## config.mk

```make
export PLATFORM = sky130hd
export DESIGN_NAME = key_led_sched
export DESIGN_NICKNAME = d
export VERILOG_FILES = /design/src/rtl/key_sched_pkg.sv /design/src/rtl/rr_arbiter.sv /design/src/rtl/key_led_sched.sv
export SDC_FILE = /design/constraint.sdc
export NUM_CORES = 1
export LEC_CHECK = 0
export ABC_AREA = 1
export BUFFER_PORTS_ARGS = -buffer_cell sky130_fd_sc_hd__buf_2
export CAP_MARGIN = 20
export CORE_MARGIN = 2
export CORE_UTILIZATION = 45
export DETAILED_ROUTE_END_ITERATION = 8
export SETUP_SLACK_MARGIN = 0.02
export SLEW_MARGIN = 20
export SYNTH_ARGS = -nofsm -noshare
export SYNTH_HDL_FRONTEND = slang
export SYNTH_SLANG_ARGS = --single-unit
```

## constraint.sdc

```tcl
create_clock -name clk -period 2.6 [get_ports clk]
set_input_delay 0.52 -clock clk [delete_from_list [all_inputs] [get_ports clk]]
set_output_delay 0.52 -clock clk [all_outputs]
set_load 0.01 [all_outputs]
```

## src/rtl/key_sched_pkg.sv

```systemverilog
// Shared types and constants for the key event scheduler: key FSM encoding,
// event type values and a constant-friendly clog2 helper.
package key_sched_pkg;

  typedef enum logic [1:0] {
    IDLE = 2'd0,
    HELD = 2'd1,
    LONG = 2'd2
  } key_state_t;

  localparam logic EVT_SHORT = 1'b0;
  localparam logic EVT_LONG  = 1'b1;

  // Smallest r with 2**r >= value; usable in parameter expressions.
  function automatic int clog2(input longint value);
    int result;
    result = 0;
    for (int i = 0; i < 63; i++) begin
      if ((longint'(1) << i) < value) result = i + 1;
    end
    return result;
  endfunction

endpackage

```

## src/rtl/rr_arbiter.sv

```systemverilog
// Combinational round-robin arbiter: the search starts at ptr and wraps,
// so the first requester at or after ptr wins.
module rr_arbiter
  import key_sched_pkg::*;
#(
  parameter int N = 4,
  localparam int IW = clog2(longint'(N))
) (
  input  logic [N-1:0]  req,
  input  logic [IW-1:0] ptr,
  output logic [N-1:0]  gnt,
  output logic [IW-1:0] gnt_idx,
  output logic          gnt_any
);

  logic [IW:0] cand;

  always_comb begin
    cand    = '0;
    gnt_idx = '0;
    gnt_any = 1'b0;
    for (int k = 0; k < N; k++) begin
      // One extra bit so ptr+k can be folded back into 0..N-1 without a divider.
      cand = {1'b0, ptr} + (IW + 1)'(k);
      if (cand >= (IW + 1)'(N)) cand = cand - (IW + 1)'(N);
      if (!gnt_any && req[cand[IW-1:0]]) begin
        gnt_any = 1'b1;
        gnt_idx = cand[IW-1:0];
      end
    end
    gnt = gnt_any ? (N'(1) << gnt_idx) : '0;
  end

endmodule

```

## src/rtl/key_led_sched.sv

```systemverilog
// Classifies debounced key presses as short/long, queues them as pending
// events and serves one per cycle round-robin into per-key LED state.
module key_led_sched
  import key_sched_pkg::*;
#(
  parameter int NUM_KEYS   = 4,
  parameter int LONG_CNT   = 50000000,
  parameter int BLINK_HALF = 12500000,
  localparam int KW = clog2(longint'(NUM_KEYS))
) (
  input  logic                clk,
  input  logic                rst_n,
  input  logic [NUM_KEYS-1:0] key_flag,
  input  logic [NUM_KEYS-1:0] key_state,
  output logic [NUM_KEYS-1:0] led,
  output logic                evt_valid,
  output logic [KW-1:0]       evt_key,
  output logic                evt_long
);

  localparam int CW     = clog2(longint'(LONG_CNT) + 1);
  localparam int BW_RAW = clog2(longint'(BLINK_HALF));
  localparam int BW     = (BW_RAW < 1) ? 1 : BW_RAW;

  logic [NUM_KEYS-1:0] post, post_long;
  logic [NUM_KEYS-1:0] pend_reg, pend_next;
  logic [NUM_KEYS-1:0] pend_long_reg, pend_long_next;
  logic [NUM_KEYS-1:0] level_reg, level_next;
  logic [NUM_KEYS-1:0] blink_en_reg, blink_en_next;
  logic [NUM_KEYS-1:0] led_next;
  logic [KW-1:0]       ptr_reg, ptr_next;
  logic [BW-1:0]       blink_cnt_reg, blink_cnt_next;
  logic                phase_reg, phase_next;
  logic                blink_wrap;

  logic [NUM_KEYS-1:0] gnt;
  logic [KW-1:0]       gnt_idx;
  logic                gnt_any;

  // Per-key press classifier; key_state is only trusted when key_flag pulses.
  for (genvar gi = 0; gi < NUM_KEYS; gi++) begin : g_key
    key_state_t    state_reg, state_next;
    logic [CW-1:0] cnt_reg, cnt_next;
    logic          post_key, post_key_long;

    always_comb begin
      state_next    = state_reg;
      cnt_next      = cnt_reg;
      post_key      = 1'b0;
      post_key_long = EVT_SHORT;
      case (state_reg)
        IDLE: begin
          if (key_flag[gi] && !key_state[gi]) begin
            state_next = HELD;
            cnt_next   = '0;
          end
        end
        HELD: begin
          if (key_flag[gi] && key_state[gi]) begin
            state_next    = IDLE;
            post_key      = 1'b1;
            post_key_long = EVT_SHORT;
          end else if (cnt_reg == CW'(LONG_CNT - 1)) begin
            state_next    = LONG;
            post_key      = 1'b1;
            post_key_long = EVT_LONG;
          end else begin
            cnt_next = cnt_reg + CW'(1);
          end
        end
        LONG: begin
          // A long event was already posted; the release is silent.
          if (key_flag[gi] && key_state[gi]) state_next = IDLE;
        end
        default: state_next = IDLE;
      endcase
    end

    always_ff @(posedge clk or negedge rst_n) begin
      if (!rst_n) begin
        state_reg <= IDLE;
        cnt_reg   <= '0;
      end else begin
        state_reg <= state_next;
        cnt_reg   <= cnt_next;
      end
    end

    assign post[gi]      = post_key;
    assign post_long[gi] = post_key_long;
  end

  rr_arbiter #(
    .N(NUM_KEYS)
  ) u_arb (
    .req    (pend_reg),
    .ptr    (ptr_reg),
    .gnt    (gnt),
    .gnt_idx(gnt_idx),
    .gnt_any(gnt_any)
  );

  always_comb begin
    // A post on the grant edge re-arms the slot with the newer event type.
    pend_next      = (pend_reg & ~gnt) | post;
    pend_long_next = (pend_long_reg & ~post) | (post_long & post);
    level_next     = level_reg ^ (gnt & ~pend_long_reg);
    blink_en_next  = blink_en_reg ^ (gnt & pend_long_reg);

    ptr_next = ptr_reg;
    if (gnt_any) begin
      ptr_next = (gnt_idx == KW'(NUM_KEYS - 1)) ? '0 : gnt_idx + KW'(1);
    end

    blink_wrap     = (blink_cnt_reg == BW'(BLINK_HALF - 1));
    blink_cnt_next = blink_wrap ? '0 : blink_cnt_reg + BW'(1);
    phase_next     = phase_reg ^ blink_wrap;

    // Built from next-state values so led moves on the same edge as evt_valid.
    led_next = (blink_en_next & {NUM_KEYS{phase_next}}) | (~blink_en_next & level_next);
  end

  always_ff @(posedge clk or negedge rst_n) begin
    if (!rst_n) begin
      pend_reg      <= '0;
      pend_long_reg <= '0;
      level_reg     <= '0;
      blink_en_reg  <= '0;
      ptr_reg       <= '0;
      blink_cnt_reg <= '0;
      phase_reg     <= 1'b0;
      led           <= '0;
      evt_valid     <= 1'b0;
      evt_key       <= '0;
      evt_long      <= 1'b0;
    end else begin
      pend_reg      <= pend_next;
      pend_long_reg <= pend_long_next;
      level_reg     <= level_next;
      blink_en_reg  <= blink_en_next;
      ptr_reg       <= ptr_next;
      blink_cnt_reg <= blink_cnt_next;
      phase_reg     <= phase_next;
      led           <= led_next;
      evt_valid     <= gnt_any;
      if (gnt_any) begin
        evt_key  <= gnt_idx;
        evt_long <= pend_long_reg[gnt_idx];
      end
    end
  end

endmodule

```

* After elaboration in Yosys (flattened, before gate mapping)
Cells that the tools add are included.
W data, S select, Z words.
** Word-level totals
- Bits in registers :: 163
- Input port bits :: 10
- Output and inout port bits :: 8
- Logic and storage cells :: 208
** Operators by class
- Add/subtract/negate cells :: 13
- Order comparisons :: 9
- Equal/unequal tests :: 34
- Shift-type cells :: 1
- Mux-type cells :: 81
- Bitwise logic cells :: 17
- Reduce and logical (&&, ||, !) cells :: 34
** Operators by type and width (number)
- $mux W26 :: 12
- $pmux W26 S2 :: 4
- $add A26 B1 Y26 const B :: 4
- $eq A26 B26 Y1 const B :: 4
- $mux W2 :: 25
- $ne A2 B2 Y1 const B :: 16
- $mux W1 :: 29
- $and A4 B4 Y4 :: 7
- $add A24 B1 Y24 const B :: 1
- $eq A24 B24 Y1 const B :: 1
- $mux W24 :: 1
- $pmux W2 S3 :: 4
- $not A4 Y4 :: 4
- $reduce_and A4 Y1 :: 4
- $lt A2 B3 Y1 const B :: 5
- $ne A3 B3 Y1 const B :: 4
- $or A4 B4 Y4 :: 3
- $reduce_and A3 Y1 :: 4
- $logic_and A1 B1 Y1 :: 11
- $bmux W1 S2 :: 5
- $eq A2 B2 Y1 const B :: 5
- $ge A3 B3 Y1 const B :: 3
- $eq A2 B1 Y1 const B :: 4
- $logic_not A2 Y1 :: 4
- other kinds (11) :: 25

* Longest topological paths before layout
- Depth after elaboration :: 21
- Gate-level depth with buffers :: 18
- Gate-level depth less buffers :: 17

* By module
A second synthesis with hierarchy kept.
** Unflattened totals
- Cell total of the unflattened synthesis :: 1497
- Area, all modules :: 10352.4 sq um
** Modules (own cells, without submodules)
- key_led_sched :: times used 1, cells an instance 1423, area an instance 9959.6 sq um, seq. area each 4078.9 sq um
- rr_arbiter :: times used 1, cells an instance 74, area an instance 392.9 sq um, seq. area each 0.0 sq um

* Worst setup path after synthesis
OpenSTA, ideal clock, no wires.
- Path type :: register -> register
- Start point :: register ptr_reg[0]
- End point :: register led[1]
- Library setup time :: 117 ps
- Arrival :: 1902 ps
- Data required time :: 2483 ps
- Slack :: 581 ps
- Stages on the path, launching flop included :: 18
- Path buffers :: 2
- Clock period less this slack :: 2019 ps
- Cells stage by stage :: dfrtp_1 -> buf_6 -> inv_6 -> nand2_1 -> nand3_1 -> nand2_1 -> nor2_2 -> nand3_2 -> buf_6 -> nand3_2 -> inv_1 -> ha_1 -> nand3_1 -> nand2_1 -> nand2_1 -> inv_2 -> nand2_1 -> nand2_1
** Between the ends
- Cells in the longest elaborated chain, start to end :: 21
- Elaborated cells on any way between the ends :: 47
- Those cells by class :: add/sub (7); order compare (4); shift (1); mux (21); bitwise (8); reduce/logical (6)
** RTL lines
- from (decl) :: line key_led_sched.sv:31 : logic [KW-1:0] ptr_reg, ptr_next;
- from (signal assigned) :: line key_led_sched.sv:141 : ptr_reg <= ptr_next;
- branches (longest 13 deep; another with $add A2 B1 Y3)
- $mux W2 * :: line rr_arbiter.sv:26 : if (!gnt_any && req[cand[IW-1:0]]) begin
- net gnt_idx[0] :: line key_led_sched.sv:37 : logic [KW-1:0] gnt_idx;
- $shl A1 B2 Y4 * :: line rr_arbiter.sv:31 : gnt = gnt_any ? (N'(1) << gnt_idx) : '0;
- $mux W4 * :: line rr_arbiter.sv:31
- $and A4 B4 Y4 * :: line key_led_sched.sv:108 : blink_en_next = blink_en_reg ^ (gnt & pend_long_reg);
- $xor A4 B4 Y4 * :: line key_led_sched.sv:108
- net blink_en_next[1] :: line key_led_sched.sv:29 : logic [NUM_KEYS-1:0] blink_en_reg, blink_en_next;
- $not A4 Y4 :: line key_led_sched.sv:120 : led_next = (blink_en_next & {NUM_KEYS{phase_next}}) | (~blink_en_next & level_next);
- $and A4 B4 Y4 :: line key_led_sched.sv:120
- $or A4 B4 Y4 * :: line key_led_sched.sv:120
- net led_next[1] :: line key_led_sched.sv:30 : logic [NUM_KEYS-1:0] led_next;
- to (signal assigned) :: line key_led_sched.sv:144 : led <= led_next;
- to (decl) :: line key_led_sched.sv:15 : output logic [NUM_KEYS-1:0] led,
Mark *: on every way through the listed nets, which the timed path passes. The select of a mux whose other input is x is not followed.
A chain may end at the register's enable or synchronous reset.

* Final worst setup path
- Start point :: register ptr_reg[0]
- End point :: register led[2]
** Between the ends
- Elaborated cells on any way between the ends :: 47
- Those cells by class :: add/sub (7); order compare (4); shift (1); mux (21); bitwise (8); reduce/logical (6)
** RTL lines
- branches (longest 13 deep; another with $add A2 B1 Y3)
- $mux W2 * :: line rr_arbiter.sv:26
- net gnt_idx[1] :: line key_led_sched.sv:37
- $shl A1 B2 Y4 * :: line rr_arbiter.sv:31
- $mux W4 * :: line rr_arbiter.sv:31
- $and A4 B4 Y4 * :: line key_led_sched.sv:107 : level_next = level_reg ^ (gnt & ~pend_long_reg);
- $xor A4 B4 Y4 * :: line key_led_sched.sv:107
- net level_next[2] :: line key_led_sched.sv:28 : logic [NUM_KEYS-1:0] level_reg, level_next;
- $and A4 B4 Y4 * :: line key_led_sched.sv:120
- $or A4 B4 Y4 * :: line key_led_sched.sv:120
- net led_next[2] :: line key_led_sched.sv:30
Marks and branches as above.

==> metrics.yaml <==
status:
  status: "finished, final reports clean"
sta:
  timing.fmax_mhz: 456
  tns_ns: 0
  setup_viol: 0
  rsz0062_at_grt: "false"
  clock_skew_ns: 0.0130
  hold_viol: 0
  period_needed_ns: 2.19
  slew_violations: 0
  fin_crit_sh_pct: 84.3
  slew_headroom_pct: 51.8
  tightestPinTransition_ns: 0.724
worst_setup_path:
  r2r_cells: 15
  worst_ep_required_time_ns: 2.92
  timing.rr.start: "ptr_reg[0]"
  crit_arrival_ns: 2.51
  end_kind: "flip-flop"
  rrSetupSlack_ns: 0.41
  critPathKind: "flip-flop to flip-flop"
  r2r-end: "led[2]"
  start_kind: "flip-flop"
  path_max_fanout: 10
placed_design:
  gp_congestion: 0.901
  portBuffers: 17
  hpwlAfterDp_um: 18000
power_and_ir_drop:
  total_power_w: 0.00820
  switching_share_pct: 37.9
  power.share.sequential_pct: 37.3
  p_leak_nw: 5.15
  combPwrFrac_pct: 31.0
  ir_worst_vdd_mv: 0.511
  pwr-share-clk_pct: 31.7
  p_per_area_mw_per_mm2: 731
  intPower_w: 0.00510
  netSwitchingPower_w: 0.00310
clock_network:
  post_cts_buffers: 0
  cts.sinks: 163
  root_buffer: "clkbuf_16"
  clock_latency_ns: 0.44
  clk_pin_slew_ns: 0.08
  clockBufferDepth: 2
  htree_levels: 4
  tritoncts: "built"
  numCtsBuffers: 17
  hold_buffers: 0
  ctsResizeCount: 0
detailed_routing:
  wl_per_cell_um: 14.1
  routed_wl_um: 24700
  dr.pass1.iters: 5
  via_per_inst: 5.14
  drc: 0
  ant_nets: 0
  drt_iter0_markers: 564
  num_vias: 9003
synth:
  synth_seq_area_share_pct: 40.0
  synth.net_count: 1453
  synth_ff_type: "dfrtp_1"
  syn-cell-area_mm2: 0.0102
  synth_area_per_cell_um2: 7.11
  synth_cell_types: 45
  yosys_warnings: 0
  synth-async-reset-ratio_pct: 100
  synth-seq-cells: 163
  synth-edff-count: 0
  synthCells: 1434
finish:
  drive_above_1_share_pct: 9.40
  finalNetCount: 1474
  largest_reg_flops: 104
  diodes: 0
  fill_cells: 2215
  post-route-util_pct: 50.0
  syn_to_final_growth_pct: 10.1
floorplan:
  io_pins: 18
  fp.coreArea_mm2: 0.0224
  die_x_um: 154
  start_util_pct: 45.4
  rows: 55
  dieArea_mm2: 0.0239
  die_h_um: 154
global_routing:
  gr-total-overflow: 0
  grt_use_total_pct: 21.5
  grt_pass1_wl_um: 41900
  grt_pass1_vias: 8543
  antenna_found_initial: 0
  grt_max_degree: 70
job:
  maxCapViolCount: 0
hold_path:
  hold_path.class: "input port to async pin"
## cell families (layout without fill, tap and decap cells)
group,count (synthesis),after routing,synth area share [%]
AO/OA/AOI/OAI,134,134,7.42
XOR/XNOR,63,63,5.49
buffers and inverters,198,232,8.13
AND/OR/NAND/NOR,867,867,37.8
flip-flops,163,163,40.0
adder cells (fa/ha/maj),9,9,1.11
## synth_stat cells (2+ instances only)
library cell | number | area [um^2]
clkbuf_1 | 10 | 37.5
xor2_1 | 49 | 429
nor4_1 | 9 | 56.3
a21boi_0 | 2 | 15.0
xnor2_1 | 13 | 114
o21ai_1 | 15 | 75.1
nor2_1 | 173 | 649
nor4_2 | 2 | 25.0
o21ai_2 | 11 | 96.3
nand2_1 | 409 | 1540
a21oi_1 | 24 | 120
nor2_2 | 6 | 37.5
nand3b_1 | 14 | 105
nand4_1 | 50 | 313
nand3_2 | 6 | 60.1
nor3b_1 | 2 | 15.0
a31oi_1 | 2 | 12.5
ha_1 | 9 | 113
inv_2 | 11 | 41.3
nor2_4 | 2 | 22.5
a21o_1 | 5 | 37.5
or2_2 | 5 | 31.3
nand4_2 | 2 | 25.0
nand3_1 | 109 | 546
buf_6 | 7 | 78.8
buf_2 | 13 | 65.1
inv_1 | 152 | 571
buf_4 | 3 | 22.5
o21ai_0 | 68 | 340
nor3_2 | 3 | 30.0
nand2_2 | 17 | 106
nor3_1 | 56 | 280
dfrtp_1 | 163 | 4080
## per-stage QoR
| stage | area (um^2) | std cells | worst slack, ns | hold slack [ns] |
|---|---|---|---|---|
| 2_1_floorplan | 10200 | 1434 | 0.581 | 0.224 |
| 3_3_place_gp | 10600 | 1721 | 0.411 | 0.453 |
| 3_5_place_dp | 10600 | 1721 | 0.329 | 0.458 |
| 4_1_cts | 11200 | 1753 | 0.318 | 0.137 |
| 5_1_grt | 11200 | 1753 | 0.0999 | 0.165 |
| 6_report | 11200 | 1753 | 0.409 | 0.104 |
## worst max-delay path by stage
stage               slack, ns  startpoint  cells past startpoint  endpoint
floorplan                0.58  ptr_reg[0]                     17    led[1]
global placement         0.41  ptr_reg[0]                     16    led[2]
detailed placement       0.33  ptr_reg[0]                     16    led[2]
CTS                      0.32  ptr_reg[0]                     16    led[2]
global route              0.1  ptr_reg[0]                     15    led[2]
finish                   0.41  ptr_reg[0]                     15    led[2]
## critical path, cell delays in order, from the launching register on
cell	delay (ns)
dfrtp_2	0.49
inv_6	0.11
nand2_1	0.07
nand3_1	0.09
nand2_1	0.09
nor2_2	0.18
nand3_1	0.09
nand3_1	0.10
nand2_1	0.12
inv_1	0.13
ha_1	0.24
nand2_2	0.08
o21ai_1	0.12
nand2_1	0.08
nand2_1	0.06
nand2_1	0.05
## area by class of cell
class	count	area, um^2	share of cell area, %
inverter	164	621	5.53
sequential	163	4080	36.4
clock buffer	17	425	3.79
timing repair buffer	36	284	2.53
clock inverter	15	170	1.52
multi-input combinational	1073	5280	47.1
tap	285	357	3.18
## metal layers
layer / GRT usage (%) / routed length, um / up-vias
met4: 5.03 / 228 / 0
met5: 0 / 0 / -
met1: 31.2 / 12700 / 4165
met3: 4.01 / 960 / 19
met2: 33.5 / 10800 / 153
li1: - / - / 4666
## cells in the final DEF, fill, tap and decap left out, types with 24 or more instances in the layout
| cell type | netlist | routed |
|---|---|---|
| inv_1 | 152 | 152 |
| nand3_1 | 109 | 109 |
| xor2_1 | 49 | 49 |
| dfrtp_1 | 163 | 162 |
| nand4_1 | 50 | 50 |
| nand2_1 | 409 | 409 |
| nor3_1 | 56 | 56 |
| a21oi_1 | 24 | 24 |
| nor2_1 | 173 | 173 |
| o21ai_0 | 68 | 68 |
## power by group through the flow
| stage | Clock, W | Sequential (W) | Combinational (W) |
|---|---|---|---|
| after detailed placement | 0 | 0.00310 | 0.00257 |
| after CTS | 0.00266 | 0.00306 | 0.00257 |
| after floorplan | 0 | 0.00305 | 0.00201 |
| after global placement | 0 | 0.00310 | 0.00252 |
| after global routing | 0.00277 | 0.00309 | 0.00294 |
| final | 0.00260 | 0.00306 | 0.00254 |
Note: power is estimated with default switching activity, not from simulation.
